File: src/rtl/mem_access_unit.sv
// mem_access_unit: sequences fetch/load/store requests onto a word-only
// unified memory. Sub-word stores are done as read-modify-write.
module mem_access_unit (
    input  logic        clk,
    input  logic        rst,
    input  logic        req,
    input  logic        is_fetch,
    input  logic        we_req,
    input  logic [1:0]  size,
    input  logic        ld_unsigned,
    input  logic [31:0] addr,
    input  logic [31:0] wdata,
    output logic        busy,
    output logic        ack,
    output logic        err,
    output logic [31:0] ir,
    output logic [31:0] rdata,
    output logic [31:0] mem_A,
    output logic [31:0] mem_WD,
    output logic        mem_WE,
    input  logic [31:0] mem_RD
);

    typedef enum logic [2:0] {IDLE, RD, RMW_RD, RMW_WR, WR, DONE} state_t;

    state_t      state, state_n;
    logic [31:0] addr_q, wdata_q, wd_q, ir_q, rdata_q;
    logic [1:0]  size_q;
    logic        uns_q, fetch_q, err_q;
    logic        misal;
    logic [7:0]  ld_b;
    logic [15:0] ld_h;
    logic [31:0] ld_val, merged;

    // Alignment/legality of the incoming request; fetches are always word-sized
    always_comb begin
        misal = 1'b0;
        if (is_fetch) begin
            misal = (addr[1:0] != 2'b00);
        end else begin
            case (size)
                2'b00:   misal = 1'b0;
                2'b01:   misal = addr[0];
                2'b10:   misal = (addr[1:0] != 2'b00);
                default: misal = 1'b1;
            endcase
        end
    end

    // Load lane extraction/extension and store lane merge, both from mem_RD
    always_comb begin
        ld_b   = mem_RD[{addr_q[1:0], 3'b000} +: 8];
        ld_h   = addr_q[1] ? mem_RD[31:16] : mem_RD[15:0];
        ld_val = mem_RD;
        case (size_q)
            2'b00:   ld_val = {{24{ld_b[7] & ~uns_q}}, ld_b};
            2'b01:   ld_val = {{16{ld_h[15] & ~uns_q}}, ld_h};
            default: ld_val = mem_RD;
        endcase
        merged = mem_RD;
        if (size_q == 2'b00)
            merged[{addr_q[1:0], 3'b000} +: 8] = wdata_q[7:0];
        else
            merged[{addr_q[1], 4'b0000} +: 16] = wdata_q[15:0];
    end

    // State register
    always_ff @(posedge clk) begin
        if (rst) state <= IDLE;
        else     state <= state_n;
    end

    // Next-state and memory-side control
    always_comb begin
        state_n = state;
        busy    = 1'b0;
        ack     = 1'b0;
        mem_WE  = 1'b0;
        mem_WD  = wd_q;
        case (state)
            IDLE: begin
                if (req) begin
                    if (misal)                     state_n = DONE;
                    else if (is_fetch || !we_req)  state_n = RD;
                    else if (size == 2'b10)        state_n = WR;
                    else                           state_n = RMW_RD;
                end
            end
            RD:     begin busy = 1'b1; state_n = DONE; end
            RMW_RD: begin busy = 1'b1; state_n = RMW_WR; end
            RMW_WR: begin busy = 1'b1; mem_WE = ~rst; state_n = DONE; end
            WR:     begin busy = 1'b1; mem_WE = ~rst; mem_WD = wdata_q; state_n = DONE; end
            DONE:   begin ack = 1'b1; state_n = IDLE; end
            default: state_n = IDLE;
        endcase
    end

    // Request capture, result registers and the sticky error flag
    always_ff @(posedge clk) begin
        if (rst) begin
            addr_q  <= '0;
            wdata_q <= '0;
            wd_q    <= '0;
            size_q  <= '0;
            uns_q   <= 1'b0;
            fetch_q <= 1'b0;
            err_q   <= 1'b0;
            ir_q    <= '0;
            rdata_q <= '0;
        end else begin
            case (state)
                IDLE: begin
                    if (req) begin
                        addr_q  <= addr;
                        wdata_q <= wdata;
                        size_q  <= size;
                        uns_q   <= ld_unsigned;
                        fetch_q <= is_fetch;
                        // only an errored request touches err here; good ones clear it on completion
                        if (misal) err_q <= 1'b1;
                    end
                end
                RD: begin
                    if (fetch_q) ir_q    <= mem_RD;
                    else         rdata_q <= ld_val;
                    err_q <= 1'b0;
                end
                RMW_RD: wd_q <= merged;
                RMW_WR: err_q <= 1'b0;
                WR: begin
                    wd_q  <= wdata_q;   // keeps mem_WD stable after the write
                    err_q <= 1'b0;
                end
                default: ;
            endcase
        end
    end

    assign mem_A = {addr_q[31:2], 2'b00};
    assign err   = err_q;
    assign ir    = ir_q;
    assign rdata = rdata_q;

endmodule

File: config.mk
export PLATFORM = sky130hd
export DESIGN_NAME = mem_access_unit
export DESIGN_NICKNAME = d
export VERILOG_FILES = /design/src/rtl/mem_access_unit.sv
export SDC_FILE = /design/constraint.sdc
export NUM_CORES = 1
export LEC_CHECK = 0
export CAP_MARGIN = 20
export CORE_MARGIN = 2
export CORE_UTILIZATION = 68
export CTS_CLUSTER_DIAMETER = 30
export DETAILED_ROUTE_END_ITERATION = 16
export DONT_BUFFER_PORTS = 1
export PLACE_DENSITY = 0.86
export SETUP_SLACK_MARGIN = 0.15
export SYNTH_ARGS = -nofsm -noshare
export SYNTH_HDL_FRONTEND = slang
export SYNTH_SLANG_ARGS = --single-unit
File: constraint.sdc
create_clock -name clk -period 3.85 [get_ports clk]
set_clock_uncertainty 0.2 [all_clocks]
set_input_delay 0.385 -clock clk [delete_from_list [all_inputs] [get_ports clk]]
set_output_delay 0.385 -clock clk [all_outputs]
set_load 0.02 [all_outputs]
---- Word-level counts from Yosys, hierarchy flattened ----
Cells that the tools add are included.
W data, S select, Z words.
word-level totals
  bits in registers ....................... 168
  output and inout bits ................... 132
  word-level logic and storage cells ...... 67
cells by class
  add/sub/neg operators ................... 2
  equal/unequal tests ..................... 10
  shift operators ......................... 5
  multiplexer cells ....................... 20
  bitwise gates (word level) .............. 5
  reductions and logical operators ........ 15
operator list
  kind                       number
  $pmux W32 S2               2
  $bwmux W32                 2
  $mux W32                   2
  $shift A16 B7 Y32 const A  1
  $shift A8 B7 Y32 const A   1
  $shiftx A16 B7 Y32         1
  $shiftx A32 B6 Y8          1
  $shiftx A8 B7 Y32          1
  $mux W16                   1
  $neg A5 Y7                 2
  $mux W3                    4
  $pmux W3 S3                1
  $eq A3 B2 Y1 const B       2
  $eq A3 B3 Y1 const B       2
  $mux W1                    6
  $reduce_and A2 Y1          3
  $reduce_bool A2 Y1         3
  $eq A2 B1 Y1 const B       2
  $logic_not A2 Y1           2
  $ne A2 B2 Y1 const B       2
  $reduce_or A4 Y1           1
  $eq A3 B1 Y1 const B       1
  $logic_not A3 Y1           1
  $not A1 Y1                 3
  9 further kinds            10

---- Depth between registers and ports, before layout ----
Gate-level depths: netlist (run 1).
  depth in word-level cells ............... 6
  gate-level depth with buffers ........... 10
  depth with buffers taken out ............ 6

---- Worst setup path before layout (run 1) ----
Ideal clock, no wire load.
  path kind ............................... register to register
  start point ............................. register addr_q[1]
  end point ............................... register wd_q[0]
  arrival ................................. 2.019 ns
  required time ........................... 3.528 ns
  slack ................................... 1.509 ns
  cell stages (with the launch flop) ...... 9
  buffers on the path ..................... 3
  period minus slack after synthesis ...... 2.341 ns
  path through ............................ dfxtp_1 buf_4 buf_2 buf_2 inv_1 ha_1 and4b_1 o21a_1 a221o_1
between the ends
  word-level cells in the longest chain between the ends .. 5
  elaborated cells on any way between the ends .. 10
  those cells by class .................... add/sub: 2; shift: 4; mux: 4
ends and longest elaborated chain
  item                                        line    text
  start, declared                             27      logic [31:0] addr_q, wdata_q, wd_q, ir_q, rdata_q;
  start signal, assigned                      114     addr_q <= addr;
  $neg A5 Y7, on equally long branches        64, 62
  $shiftx A16 B7 Y32 (tied with other cells)  64      merged[{addr_q[1], 4'b0000} +: 16] = wdata_q[15:0];
  $bwmux W32, on equally long branches        64, 62
  $mux W32 (*)                                61      if (size_q == 2'b00)
  $pmux W32 S2 (*)                            111     case (state)
  end signal, assigned                        128     RMW_RD: wd_q <= merged;
  end signal, assigned                        131     wd_q <= wdata_q;
  end, declared                               27
Every way passes the cells marked *; elsewhere a longest branch is shown, timed or not.
A chain may end at the register's enable or synchronous reset.

---- Worst setup path after layout (run 1) ----
  start point ............................. register state[2]
  end point ............................... output port mem_WD[20]
between the ends
  word-level cells in the longest chain between the ends .. 2
ends and longest elaborated chain
  item                    line  text
  start, declared         26    state_t state, state_n;
  start signal, assigned  70    else state <= state_n;
  $eq A3 B3 Y1            80    case (state)
  $mux W32                80
  end, declared           19    output logic [31:0] mem_WD,
Every way passes these cells.

==> results of run 1 <==
## worst max path at each step
stage                     cells after the start                     to                   start  slack [ns]
after global routing                          3             mem_WD[28]   state[2]$_SDFFE_PP0P_        0.86
after floorplan                               8   wd_q[0]$_SDFFE_PP0P_  addr_q[1]$_SDFFE_PP0P_        1.51
after CTS                                     3             mem_WD[28]   state[2]$_SDFFE_PP0P_         1.0
final                                         3             mem_WD[20]   state[2]$_SDFFE_PP0P_        0.96
after detailed placement                      5  wd_q[20]$_SDFFE_PP0P_   state[2]$_SDFFE_PP0P_        1.28
after global placement                        5  wd_q[20]$_SDFFE_PP0P_   state[2]$_SDFFE_PP0P_        1.36
## worst max-delay path, stage by stage (launching register included)
cell and delay (ns):
dfxtp_1 0.64, nor3b_4 0.26, buf_4 0.44, mux2_1 0.51
## per-layer routing
layer / share of wire (%) / vias up
met3: 12 / 116
met2: 47 / 524
met1: 35 / 3380
li1: - / 3231
met5: 0 / -
met4: 6.1 / 0
## layout by cell type (no fill, tap or decap), drive strengths merged, types with 3 or more instances in the layout
| cell type | Yosys | final |
|---|---|---|
| a211oi | 32 | 32 |
| a21oi | 111 | 111 |
| a221o | 16 | 16 |
| a221oi | 17 | 17 |
| a31o | 6 | 6 |
| and2 | 16 | 16 |
| buf | 77 | 12 |
| bufinv | 0 | 4 |
| clkbuf | 30 | 22 |
| clkinvlp | 0 | 4 |
| dfxtp | 168 | 168 |
| dlygate4sd3 | 0 | 101 |
| ha | 5 | 5 |
| inv | 4 | 5 |
| mux2 | 57 | 57 |
| nand2 | 235 | 235 |
| nand2b | 6 | 6 |
| nand3b | 17 | 17 |
| nor2 | 36 | 36 |
| nor2b | 3 | 3 |
| nor3 | 10 | 10 |
| nor4b | 4 | 4 |
| o21ai | 28 | 28 |
| o2bb2ai | 17 | 17 |
## power breakdown
group / internal (uW) / switching, uW
sequential: 1850 / 211
combinational: 278 / 398
clock: 1170 / 698
## cell families after synthesis
kind of cell,share of synthesized area [%]
compound gates,20.5
fa+ha+maj,0.791
buf+inv,8.24
flops,42.5
mux,8.37
other cells,0.0474
simple gates,19.5
## registers in the layout (all words and copies together), names as in the netlist, 2 cells and up
name and count:
addr_q 32, ir 32, rdata 32, wd_q 32
wdata_q 32, state 3, size_q 2
## timing repair
item / CTS / global route
endpoints found under the hold margin: 164 / 0
setup endpoints to repair: 0 / 0
buffers inserted: 0 / 0
hold buffers: 102 / 0
## stage by stage
stage          utilization [%]  power, uW  cell area (um2)  hold WS (ns)  cells
2_1_floorplan                -       2560             7910         0.233    925
3_3_place_gp              66.4       2580             7550         0.237    972
3_5_place_dp              66.4       2610             7550         0.241    972
4_1_cts                   81.3       4580             9240       0.00315   1106
5_1_grt                   81.3       4740             9240        0.0105   1106
6_report                  81.3       4610             9250        0.0104   1108
## cell type report
cell class,count,area [um2],area share [%]
well taps,143,179,1.93
multi-input cells,645,3900,42.2
clock inverters,10,164,1.77
clock buffers,22,494,5.34
inverters,5,18.8,0.203
flip-flops and latches,168,3360,36.4
diodes,2,5.00,0.0541
repair buffers,113,1120,12.1
==> impl_metrics.py, run 1 <==
metrics = {
    "floorplan": {
        "num_io_pins": 236,
        "fp.dieH_um": 112,
        "rows": 39,
        "dieArea_mm2": 0.0125,
        "fp.dieW_um": 112,
        "start_util_pct": 69.5,
        "coreArea_mm2": 0.0114,
    },
    "grt": {
        "grt_max_degree": 137,
        "grt_pass1_wl_mm": 38.7,
        "met3_usage_pct": 14.9,
        "grt-busiest-layer": "met2",
        "use_met1_pct": 45.2,
        "antenna_found_initial": 1,
        "grt_pass1_vias": 6931,
        "use_met2_pct": 64.2,
        "track_usage_pct": 40.1,
        "overflow": 0,
    },
    "power_and_ir_drop": {
        "power.density_mw_per_mm2": 499,
        "leakagePower_uw": 0.00332,
        "peakVddDrop_mv": 0.367,
    },
    "synth": {
        "synth_most_common_cell": "nand2_1",
        "synth.area.top_cells": "dfxtp_1, nand2_1, a21oi_1",
        "synth_area_mm2": 0.00791,
        "syn_area_per_cell_um2": 8.56,
        "netlist_instances": 924,
        "synth_top_area_share_pct": 42.5,
        "synth.distinct_cells": 55,
        "async_reset_ff_share_pct": 0,
        "ys_ff_latch": 168,
        "yosysTopAreaCell": "dfxtp_1",
        "synthTopCellsByCount": "nand2_1, dfxtp_1, a21oi_1, mux2_2, buf_4",
        "synth_edf_count": 0,
        "ys.flop_type": "dfxtp_1",
        "synth_warnings": 0,
        "ys_seq_area_share_pct": 42.5,
    },
    "status": {
        "status": "finished clean",
    },
    "setup_path": {
        "crit-reg2reg-capture": "wd_q[20]$_SDFFE_PP0P_",
        "critPathCaptureType": "primary output",
        "r2r_cells": 5,
        "worstPathArrival_ns": 2.30,
        "r2r_slack_ns": 1.21,
        "worst_ep_required_time_ns": 3.26,
        "r2r_start": "state[2]$_SDFFE_PP0P_",
        "worstSetupPathType": "reg -> out",
        "crit_fanout": 34,
        "cp-start-kind": "register",
    },
    "timing": {
        "hold_violations": 0,
        "layout_setup_ws_ns": 0.963,
        "max_slew_margin_pct": 30.3,
        "post-route-period-util_pct": 75.0,
        "clock.fmax_ghz": 0.346,
        "layout_min_cycle_time_ns": 2.89,
        "tightest_slew_ns": 1.05,
        "fin_tns_setup_ns": 0,
        "drv_slew": 0,
        "setup_viol": 0,
        "grt_setup_unrepaired": "no",
    },
    "worst_hold_path": {
        "worst_hold_path.num_cells": 2,
        "worstHoldEndpoint": "wd_q[27]$_SDFFE_PP0P_",
        "hp-start": "mem_RD[27]",
        "hp-class": "in -> reg",
    },
    "routing": {
        "postRouteAntennaNets": 0,
        "first_pass_iters": 7,
        "wl_per_cell_um": 23.3,
        "first_iter_violations": 885,
        "via_count": 7251,
        "via_per_inst": 6.54,
        "wirelength_mm": 25.8,
        "drc": 0,
    },
    "cts": {
        "cts_sinks": 168,
        "cts_tree": "done",
        "path_clk_slew_ns": 0.06,
        "ctsResizeCount": 0,
        "cts_root_buf": "clkbuf_16",
        "htree_levels": 4,
        "cts_buffers": 17,
        "clkLatencyLatePin_ns": 0.43,
        "clock_path_buffers": 2,
    },
    "job": {
        "max-cap-violations": 0,
    },
    "layout": {
        "drive_above_1_share_pct": 12.0,
        "final.fill_count": 696,
        "nets": 1059,
        "area.growth.synth_to_final_pct": 16.9,
    },
    "placement": {
        "hpwl_mm": 14.9,
        "port_buffers": 0,
        "place.gp.congestion": 0.932,
        "dp_slack_ns": 1.28,
    },
}
(Power assumes the default switching activity.)
==> run 2: changes to the inputs <==
- CORE_UTILIZATION: 68 -> 64
- PLACE_DENSITY: 0.86 -> 0.82
- clock period: 3.85 -> 2.9 ns (I/O delays scaled with it)
==> run 2 against run 1 <==
Effect of this change: via count increased by 0.33%; combinational power increased by 41%; count of clock-buffer cells in the layout decreased by 1; clock power increased by 24%; critical path type is now reg -> reg; largest cell class unchanged; largest power group unchanged; highest routed layer unchanged.
==> impl_metrics.py, run 2 (synthesis gave the netlist of run 1 again) <==
metrics = {
    "status": {
        "status": "finished clean",
    },
    "floorplan": {
        "num_io_pins": 236,
        "coreArea_mm2": 0.0120,
        "fp.dieW_um": 115,
        "start_util_pct": 65.8,
        "rows": 40,
        "fp.dieH_um": 115,
        "dieArea_mm2": 0.0133,
    },
    "power_and_ir_drop": {
        "power.density_mw_per_mm2": 637,
        "leakagePower_uw": 0.00347,
        "peakVddDrop_mv": 0.404,
    },
    "routing": {
        "first_iter_violations": 729,
        "wl_per_cell_um": 23.1,
        "via_count": 7275,
        "drc": 0,
        "postRouteAntennaNets": 0,
        "first_pass_iters": 5,
        "via_per_inst": 6.42,
        "wirelength_mm": 26.2,
    },
    "placement": {
        "port_buffers": 0,
        "dp_slack_ns": 0.596,
        "hpwl_mm": 15.0,
        "place.gp.congestion": 0.930,
    },
    "grt": {
        "overflow": 0,
        "grt_max_degree": 116,
        "grt_pass1_vias": 7139,
        "antenna_found_initial": 0,
        "grt_pass1_wl_mm": 39.1,
        "track_usage_pct": 38.8,
    },
    "setup_path": {
        "r2r_slack_ns": 0.30,
        "r2r_start": "state[0]$_SDFFE_PP0P_",
        "crit_fanout": 64,
        "path_buf_inv": 2,
        "slowest_stage": "dfxtp_1",
        "worstPathArrival_ns": 2.78,
        "cp_slowest_stage_delay_ns": 0.67,
        "cp-start-kind": "register",
        "critPathCaptureType": "register",
        "crit-reg2reg-capture": "addr_q[11]$_SDFFE_PP0P_",
        "worstSetupPathType": "reg -> reg",
        "r2r_cells": 6,
        "worstPathCellList": "nor2_1, nand3b_1, buf_12, nand2_1, a21oi_1, dlygate4sd3_1",
        "cp_top_family": "buffers and inverters",
        "worst_ep_required_time_ns": 3.08,
    },
    "timing": {
        "max_slew_margin_pct": 58.0,
        "layout_min_cycle_time_ns": 2.60,
        "post-route-period-util_pct": 89.8,
        "hold_violations": 0,
        "tightest_slew_ns": 0.630,
        "fin_tns_setup_ns": 0,
        "setup_viol": 0,
        "clock.fmax_ghz": 0.384,
        "layout_setup_ws_ns": 0.297,
        "drv_slew": 0,
        "grt_setup_unrepaired": "no",
    },
    "layout": {
        "drive_above_1_share_pct": 13.7,
        "area.growth.synth_to_final_pct": 18.8,
        "layout_common_cells": "nand2_1, dfxtp_1, a21oi_1",
        "antennaDiodeCount": 0,
        "final_common_cell": "nand2_1",
        "nets": 1082,
    },
    "cts": {
        "cts_sinks": 168,
        "cts_root_buf": "clkbuf_16",
        "clock_path_buffers": 2,
        "htree_levels": 4,
        "path_clk_slew_ns": 0.06,
        "clkLatencyLatePin_ns": 0.44,
        "cts_tree": "done",
        "cts_buffers": 17,
    },
    "worst_hold_path": {
        "worst_hold_path.num_cells": 2,
        "hp-class": "in -> reg",
        "worstHoldEndpoint": "rdata[15]$_SDFFE_PP0P_",
        "hp-start": "mem_RD[15]",
    },
    "job": {
        "max-cap-violations": 0,
    },
}
run 2: cell count changes in the layout (fill, tap and decap cells not counted), moves of 2 or more:
cell           before  now
clkbuf_1            0    3
clkbuf_8            5    1
diode_2             2    0
clkinv_4            0    3
buf_12              0    2
buf_4              11   30
dlygate4sd3_1     101  103
run 2: repair_timing:
| item | 4_1_cts | 5_1_grt |
|---|---|---|
| hold endpoints to repair | 168 | 0 |
| buffers inserted | 0 | 0 |
| setup endpoints to repair | 0 | 16 |
| gates resized for setup | 0 | 1 |
| hold buffers | 104 | 0 |
run 2: metal layers:
metal  up-vias  global-route usage [%]  wire length (um)
li1       3277                       -                 -
met1      3432                    45.5              9560
met2       468                    64.4             12500
met3        98                    10.3              2660
met4         0                    22.4              1430
met5         -                       0                 0
run 2: per-stage QoR:
stage	total power (uW)	std cells	utilization [%]	cell area [um2]	hold WS, ns
after global placement	3460	997	64.4	7730	0.169
final	5990	1133	78.2	9390	0.00914
after detailed placement	3500	997	64.4	7730	0.171
after floorplan	3400	925	-	7910	0.226
after global routing	6180	1133	78.2	9390	0.0229
after CTS	5940	1133	78.2	9390	0.000117
run 2: power breakdown:
part           internal, uW  switching [uW]  total (uW)
logic                   405             546         951
clock network          1380             935        2310
registers              2460             264        2720
run 2: how the worst max path moves through the flow:
stage	startpoint	end	cells after the start
floorplan	addr_q[1]$_SDFFE_PP0P_	wd_q[0]$_SDFFE_PP0P_	8
global placement	state[2]$_SDFFE_PP0P_	wd_q[3]$_SDFFE_PP0P_	5
detailed placement	state[2]$_SDFFE_PP0P_	wd_q[4]$_SDFFE_PP0P_	5
CTS	state[2]$_SDFFE_PP0P_	mem_WD[20]	4
global route	state[0]$_SDFFE_PP0P_	addr_q[12]$_SDFFE_PP0P_	6
finish	state[0]$_SDFFE_PP0P_	addr_q[11]$_SDFFE_PP0P_	6
run 2: area by class of cell:
type                    instances  area, um2
clock buffers                  21        450
clock inverters                11        149
fillers                       777       2620
inverters                       5       18.8
multi-input cells             645       3900
flip-flops and latches        168       3360
well taps                     147        184
repair buffers                136       1320
==> run 3: changes to the inputs <==
==> constraint.sdc (replaced) <==
create_clock -name clk -period 2.9 [get_ports clk]
set_clock_uncertainty 0.2 [all_clocks]
set_input_delay 0.29 -clock clk [delete_from_list [all_inputs] [get_ports clk]]
set_output_delay 0.29 -clock clk [all_outputs]
set_load 0.005 [all_outputs]
==> run 3 against run 2 <==
Effect of this change: combinational power shrank 4.6%; register-to-register slack lost 0.03 ns; sequential share of layout area shrank 0.35 points; count of clock-buffer cells in the layout shrank 1; via count is 0.16% lower; sequential cell count unchanged; critical path depth did not move; global-route usage hardly changed; final area grew 1.0%; first-iteration DRC count fell by 0.41%; non-clock buffer count did not move; clock power increased by 15%.
==> impl_metrics.py, run 3 (synthesis gave the netlist of run 1 again) <==
metrics = {
    "status": {
        "status": "finished clean",
    },
    "grt": {
        "grt_pass1_vias": 7157,
        "track_usage_pct": 38.9,
        "grt_max_degree": 115,
        "overflow": 0,
        "antenna_found_initial": 0,
        "grt_pass1_wl_mm": 39.0,
    },
    "floorplan": {
        "fp.dieH_um": 115,
        "coreArea_mm2": 0.0120,
        "start_util_pct": 65.8,
        "dieArea_mm2": 0.0133,
        "fp.dieW_um": 115,
        "num_io_pins": 236,
        "rows": 40,
    },
    "timing": {
        "clock.fmax_ghz": 0.380,
        "drv_slew": 0,
        "max_slew_margin_pct": 41.6,
        "setup_viol": 0,
        "grt_setup_unrepaired": "no",
        "layout_min_cycle_time_ns": 2.63,
        "fin_tns_setup_ns": 0,
        "hold_violations": 0,
        "tightest_slew_ns": 0.876,
        "post-route-period-util_pct": 90.7,
    },
    "placement": {
        "port_buffers": 0,
        "hpwl_mm": 15.4,
        "placed_cells": 997,
        "place_area_mm2": 0.00773,
        "place.gp.congestion": 0.964,
    },
    "cts": {
        "cts_buffers": 17,
        "path_clk_slew_ns": 0.06,
        "cts_sinks": 168,
        "cts_root_buf": "clkbuf_16",
        "clkLatencyLatePin_ns": 0.43,
        "htree_levels": 4,
        "clock_path_buffers": 2,
        "cts_tree": "done",
    },
    "setup_path": {
        "worstPathCellList": "nor2_1, nand3b_1, buf_12, nand2_1, a21oi_1, dlygate4sd3_1",
        "crit_fanout": 63,
        "worstPathArrival_ns": 2.79,
        "path_buf_inv": 2,
        "cp_top_family": "buffers and inverters",
        "critPathCaptureType": "register",
        "worst_ep_required_time_ns": 3.06,
        "cp-start-kind": "register",
        "cp_slowest_stage_delay_ns": 0.68,
        "worstSetupPathType": "reg -> reg",
        "slowest_stage": "dfxtp_1",
    },
    "layout": {
        "antennaDiodeCount": 0,
        "final_common_cell": "nand2_1",
        "layout_common_cells": "nand2_1, dfxtp_1, a21oi_1",
        "final_cells": 1133,
        "nets": 1082,
        "drive_above_1_share_pct": 13.8,
        "area.growth.synth_to_final_pct": 20.0,
        "final_area_mm2": 0.00949,
    },
    "routing": {
        "wirelength_mm": 26.1,
        "wl_per_cell_um": 23.0,
        "first_iter_violations": 726,
        "via_per_inst": 6.41,
        "first_pass_iters": 6,
        "via_count": 7263,
        "drc": 0,
        "postRouteAntennaNets": 0,
    },
    "power_and_ir_drop": {
        "netSwitchingFraction_pct": 25.7,
        "pwr-share-seq_pct": 42.4,
        "p_comb_share_pct": 14.7,
        "peakVddDrop_mv": 0.528,
        "p_clk_share_pct": 42.9,
        "power.density_mw_per_mm2": 652,
        "power_switching_uw": 1590,
        "leakagePower_uw": 0.00352,
        "p_int_uw": 4590,
    },
    "worst_hold_path": {
        "hp-class": "in -> reg",
    },
    "job": {
        "max-cap-violations": 0,
    },
}
-- run 3: cell count changes in the layout (fill, tap and decap cells not counted) --
cell       change
clkinv_4       -2
clkinv_2       -1
bufinv_16      +4
clkbuf_1       -1
-- run 3: final timing paths --
| kind | startpoint | end | slack, ns | cells after the start |
|---|---|---|---|---|
| max | state[0]$_SDFFE_PP0P_ | addr_q[11]$_SDFFE_PP0P_ | 0.27 | 6 |
| min | addr[0] | state[2]$_SDFFE_PP0P_ | 0.006 | 3 |
| max reg2reg | state[0]$_SDFFE_PP0P_ | addr_q[11]$_SDFFE_PP0P_ | 0.27 | 6 |
| min reg2reg | wdata_q[21]$_SDFFE_PP0P_ | wdata_q[21]$_SDFFE_PP0P_ | 0.26 | 2 |
-- run 3: what timing repair did --
action | CTS | global route
setup endpoints to repair | 0 | 20
setup buffers | 0 | 0
gates resized for setup | 0 | 1
hold endpoints to repair | 168 | 0
hold buffers | 104 | 0
-- run 3: final cells by class --
| type | count | area [um2] |
|---|---|---|
| tap | 147 | 184 |
| multi-input combinational | 645 | 3900 |
| sequential | 168 | 3360 |
| inverter | 5 | 18.8 |
| clock buffer | 20 | 447 |
| clock inverter | 12 | 246 |
| fill | 788 | 2520 |
| timing repair buffer | 136 | 1320 |
-- run 3: power groups by stage --
stage	sequential [uW]	combinational (uW)	clock (uW)
2_1_floorplan	2590	670	0
3_3_place_gp	2650	664	0
3_5_place_dp	2660	695	0
4_1_cts	2610	882	2650
5_1_grt	2630	979	2760
6_report	2620	907	2650
-- run 3: routing by layer --
| layer | track usage (%) | wire length, um | up-vias |
|---|---|---|---|
| met2 | 62.5 | 12300 | 416 |
| li1 | - | - | 3274 |
| met3 | 13.3 | 2730 | 102 |
| met1 | 44.1 | 9520 | 3471 |
| met4 | 25.2 | 1580 | 0 |
| met5 | 0 | 0 | - |
-- run 3: tightest hold or removal path: stages --
cell and delay, ns:
nand2_1 0.05, and3_1 0.16, a31oi_1 0.09
-- run 3: per-stage QoR --
stage	utilization (%)	hold slack [ns]	total power (uW)	setup slack [ns]
floorplan	-	0.226	3260	0.559
detailed placement	64.4	0.169	3360	0.584
finish	79.0	0.00591	6180	0.269
global placement	64.4	0.169	3320	0.689
global route	79.0	0.0339	6370	0.156
CTS	79.0	0.000387	6150	0.217
